==> src/rtl/piano_pkg.sv <==
// piano_pkg: shared widths and the 100 MHz half-period table for the 16 chromatic notes
package piano_pkg;
  localparam int CLK_HZ = 100_000_000;
  localparam int N_NOTES = 16;
  localparam int CNT_W = 18;
  function automatic logic [CNT_W-1:0] half_period(input logic [3:0] n);
    case (n)
      4'd0: half_period = 18'd191113;
      4'd1: half_period = 18'd180388;
      4'd2: half_period = 18'd170265;
      4'd3: half_period = 18'd160705;
      4'd4: half_period = 18'd151685;
      4'd5: half_period = 18'd143172;
      4'd6: half_period = 18'd135139;
      4'd7: half_period = 18'd127551;
      4'd8: half_period = 18'd120395;
      4'd9: half_period = 18'd113636;
      4'd10: half_period = 18'd107259;
      4'd11: half_period = 18'd101239;
      4'd12: half_period = 18'd95557;
      4'd13: half_period = 18'd90193;
      4'd14: half_period = 18'd85131;
      default: half_period = 18'd80354;
    endcase
  endfunction
endpackage

==> src/rtl/piano_if.sv <==
// piano_if: control inputs and speaker output of the tone generator
interface piano_if;
  logic hush;
  logic [3:0] note;
  logic speaker;
  modport master (output hush, output note, input speaker);
  modport slave (input hush, input note, output speaker);
endinterface

==> src/rtl/piano_note_rom.sv <==
// piano_note_rom: combinational note index to half-period lookup
module piano_note_rom
  import piano_pkg::*;
(
  input  logic [3:0]       note,
  output logic [CNT_W-1:0] half
);
  assign half = half_period(note);
endmodule

==> src/rtl/piano_core.sv <==
// piano_core: square-wave tone generator with synchronised hush/note inputs
module piano_core
  import piano_pkg::*;
#(
  parameter int SYNC_STAGES = 2
) (
  input logic    clk,
  input logic    rst,
  piano_if.slave io
);
  logic [SYNC_STAGES-1:0] hush_sr;
  logic [SYNC_STAGES-1:0][3:0] note_sr;
  logic hush_s;
  logic [3:0] note_s;
  logic [3:0] note_q;
  logic [CNT_W-1:0] cnt;
  logic [CNT_W-1:0] cnt_d;
  logic [CNT_W-1:0] half;
  logic spk;
  logic spk_d;
  logic chg;
  logic last;
  piano_note_rom rom (.note(note_s), .half(half));
  assign hush_s = hush_sr[SYNC_STAGES-1];
  assign note_s = note_sr[SYNC_STAGES-1];
  assign io.speaker = spk;
  always_comb begin
    chg = note_s != note_q;
    last = cnt == half - CNT_W'(1);
    cnt_d = (hush_s || chg || last) ? '0 : cnt + CNT_W'(1);
    // a note change restarts the count but keeps the current speaker level
    spk_d = hush_s ? 1'b0 : (!chg && last) ? ~spk : spk;
  end
  always_ff @(posedge clk) begin
    if (rst) begin
      hush_sr <= '0;
      note_sr <= '0;
      note_q <= '0;
      cnt <= '0;
      spk <= 1'b0;
    end else begin
      hush_sr <= {hush_sr[SYNC_STAGES-2:0], io.hush};
      note_sr <= {note_sr[SYNC_STAGES-2:0], io.note};
      note_q <= note_s;
      cnt <= cnt_d;
      spk <= spk_d;
    end
  end
endmodule

==> src/flat_wrapper.sv <==
// flat-port wrapper written by rule: the top's interface ports become plain ports
module piano_core_flat import piano_pkg::*;
#(
  parameter int SYNC_STAGES = 2
)
  (clk, rst, io_hush, io_note, io_speaker);
  piano_if io_i ();
  input logic clk;
  input logic rst;
  input wire logic [$bits(io_i.hush)-1:0] io_hush;
  input wire logic [$bits(io_i.note)-1:0] io_note;
  output wire logic [$bits(io_i.speaker)-1:0] io_speaker;
  assign io_i.hush = io_hush;
  assign io_i.note = io_note;
  assign io_speaker = io_i.speaker;
  piano_core #(.SYNC_STAGES(SYNC_STAGES)) u_core (.clk(clk), .rst(rst), .io(io_i));
endmodule
==> config.mk <==
export PLATFORM = sky130hd
export DESIGN_NAME = piano_core_flat
export DESIGN_NICKNAME = d
export VERILOG_FILES = /design/src/rtl/piano_pkg.sv /design/src/rtl/piano_if.sv /design/src/rtl/piano_note_rom.sv /design/src/rtl/piano_core.sv /design/src/flat_wrapper.sv
export SDC_FILE = /design/constraint.sdc
export NUM_CORES = 1
export LEC_CHECK = 0
export ABC_AREA = 0
export CAP_MARGIN = 25
export CORE_ASPECT_RATIO = 0.5
export CORE_MARGIN = 1.5
export CORE_UTILIZATION = 55
export CTS_CLUSTER_DIAMETER = 150
export DETAILED_ROUTE_END_ITERATION = 7
export GPL_ROUTABILITY_DRIVEN = 1
export MAX_ROUTING_LAYER = met4
export PLACE_DENSITY = 0.72
export SYNTH_ARGS = -nofsm -noshare
export SYNTH_HDL_FRONTEND = slang
export SYNTH_SLANG_ARGS = --single-unit
==> constraint.sdc <==
create_clock -name clk -period 8.5 [get_ports clk]
set_input_delay 0.85 -clock clk [delete_from_list [all_inputs] [get_ports clk]]
set_output_delay 0.85 -clock clk [all_outputs]
set_load 0.05 [all_outputs]
==> metrics.txt <==
crit path kind input pin to register; IO Count 8; Mapped Area 0.00272 mm^2; final worst setup slack 5240 ps; ys async rst share 0%; Synth Instances 310; critical-path maximum fanout 19; Util after Layout 63.2%; Worst Path Arrival 3470 ps; main area contributors after synthesis dfxtp_1 38%, xor2_1 7.1%, xnor2_1 5.5%, nand2_1 4.8%, ha_1 4.6%; initial DRC count 107; status completed; Seq. cell area 0.00102 mm^2; # resized after CTS 0; RSZ-0062 raised after global routing false; count of unique library cells instantiated by Yosys 58; Worst Tran Pin Value 688 ps; max-cap viol count 0; Compound-Gate Fraction of Synth Area 13.7%; switching power total 0.000123 W; switching share of total power 27.0%; area of the multi-input gates 0.00157 mm^2; clock insertion delay at the later pin of the skew report 310 ps; postcts setup bufs 0; Required @ worst endpoint 8720 ps; drt drc 0; startpoint types input pin; drt pass-1 iters 4; Worst Hold Class register to register; H-tree Lvls 2; combinational share of power 11.5%; Post-Synth XOR/XNOR Area 12.6%; register area share after synthesis 37.6%; Pint 0.000332 W; Vias 2175; Final min period 3260 ps; largest family of logic cells by synthesized area simple AND/OR/NAND/NOR gates; vias in the first global route 1906; CP endpoint kind register; max frequency 307 MHz; hold buffers post-CTS 0; CTS tree built; Yosys top cell area share 37.6%; Slew Limit Headroom 53.7%; gr usage total 22.4%; proportion of layout cells with a drive suffix above 1 7.96%; Seq pwr share 57.6%; final worst path period share 38.3%; mux cell area share after synthesis 2.72%; synthesis-stage register bit count 51; CTS clock-pin slew for the worst setup and hold paths 100 ps; Synth Warn # 0; post-route ant nets 0; fin nets 330; number of flops mapped to enable cells by yosys 0; Leak 1.11 nW; Post-Synth Adder-Cell Area 4.60%; Syn Nets 327; Final Setup Violations 0; Filler cells 369; Avg Cell Area, Syn 8.77 um^2; DP Wirelength 3840 um; first-pass GRT wire length 9030 um; Die H 52.7 um; setup TNS 0 ps; Slew Viols, Final 0; final hold violation count 0; skew final 12.7 ps; WL final 5230 um; grt ovf 0; Place WS 4990 ps; top_reg_cell synth dfxtp_1; pin count of the biggest net entering global routing 20; vias per cell 5.72; Core Rows 17; fraction of the mapped netlist area in simple logic gates 24.2%; Starting Density 59.4%; # diodes 0; total CTS buffers 5; Die Wd 102 um; gpl congestion 0.960; Avg WL per Cell 13.8 um; buffers added on ports 7; area growth from synthesis to layout 6.31%; Clock power frac 30.8%; core box area 0.00457 mm^2; Max VDD drop 0.0000793 V; initial antenna violation count 0; CTS Buffer Depth 2; CTS root buf clkbuf_8; Power per Cell Area 157 mW/mm^2; cell taking the most area after synthesis dfxtp_1; Die ar. 0.00540 mm^2; clk sink count 51
-- worst paths after layout --
check	startpoint	end	slack, ps	cells after the start
setup reg to reg	u_core.rom.half[0]	u_core.cnt[6]	5440	7
hold / removal	u_core.hush_sr[0]	u_core.hush_sr[1]	450	1
setup / recovery	rst	u_core.rom.half[8]	5240	7
hold reg to reg	u_core.hush_sr[0]	u_core.hush_sr[1]	450	1
-- area by class of cell --
class / instances / area share (%)
multi-input cells: 233 / 54.4
flip-flops and latches: 51 / 35.3
well taps: 66 / 2.86
clock buffers: 6 / 2.51
repair buffers: 7 / 2.43
inverters: 15 / 1.95
clock inverters: 2 / 0.563
-- cell usage after synthesis, types with 2 or more instances --
| cell | instances |
|---|---|
| nand2b_1 | 2 |
| nand4_1 | 6 |
| o22ai_1 | 3 |
| nor3b_1 | 4 |
| and4_1 | 2 |
| ha_1 | 10 |
| clkinv_1 | 2 |
| o211ai_1 | 6 |
| o21ai_0 | 10 |
| nand2_1 | 35 |
| clkbuf_1 | 7 |
| xnor2_1 | 17 |
| inv_1 | 13 |
| mux2i_1 | 4 |
| xor2_1 | 22 |
| nor3_1 | 7 |
| nor2b_1 | 11 |
| nor4_1 | 7 |
| nand3_1 | 8 |
| dfxtp_1 | 51 |
| o21a_1 | 2 |
| a21oi_1 | 14 |
| or2_2 | 3 |
| or4_4 | 3 |
| nor2_1 | 27 |
| buf_6 | 2 |
-- power groups by stage --
stage,logic (W),registers (W),clock network (W)
after global routing,0.0000589,0.000264,0.000154
final,0.0000524,0.000262,0.000140
after floorplan,0.0000451,0.000262,0
after CTS,0.0000517,0.000262,0.000142
after detailed placement,0.0000513,0.000267,0
after global placement,0.0000503,0.000267,0
-- kinds of logic after synthesis --
family | count (synthesis)
AND/OR/NAND/NOR | 125
buffers and inverters | 26
XOR/XNOR | 39
multiplexers | 6
AO/OA/AOI/OAI | 53
flip-flops | 51
adder cells (fa/ha/maj) | 10
-- sequential cells by signal (all words and copies together) (netlist names) --
register and flops:
u_core.cnt 18, u_core.rom.half 18, u_core.hush_sr 2, u_core.io.speaker 1, u_core.note_q 4, u_core.note_sr 4, u_core.note_s 4
-- placed cells by master, fill, tap and decap left out, types with 10 or more instances in the layout --
cell type,n
nor2b_1,11
a21oi_1,14
inv_1,13
xor2_1,22
dfxtp_1,51
ha_1,10
o21ai_0,10
nor2_1,27
nand2_1,35
xnor2_1,17
-- worst max-delay path: stages --
cell and delay [ps]:
clkdlybuf4s50_1 910, clkinv_1 430, nand2_1 300, ha_1 380, o21ai_0 290, nor2_1 70
a311oi_1 230
-- metrics by stage --
step                      hold WS, ps  instance area, um^2  cells  total power [W]
final                             448                 2890    380         0.000455
after global routing              469                 2890    380         0.000477
after CTS                         458                 2890    380         0.000456
after detailed placement          435                 2800    372         0.000319
after global placement            423                 2800    372         0.000318
after floorplan                   414                 2720    310         0.000307
-- layer usage --
metal	wire length (um)	vias to the layer above	global-route usage [%]
li1	-	1085	-
met1	2700	1008	31.5
met2	2160	78	33.2
met3	349	4	5.47
met4	19	0	3.65
met5	0	-	-
Note: power is estimated with default switching activity, not from simulation.
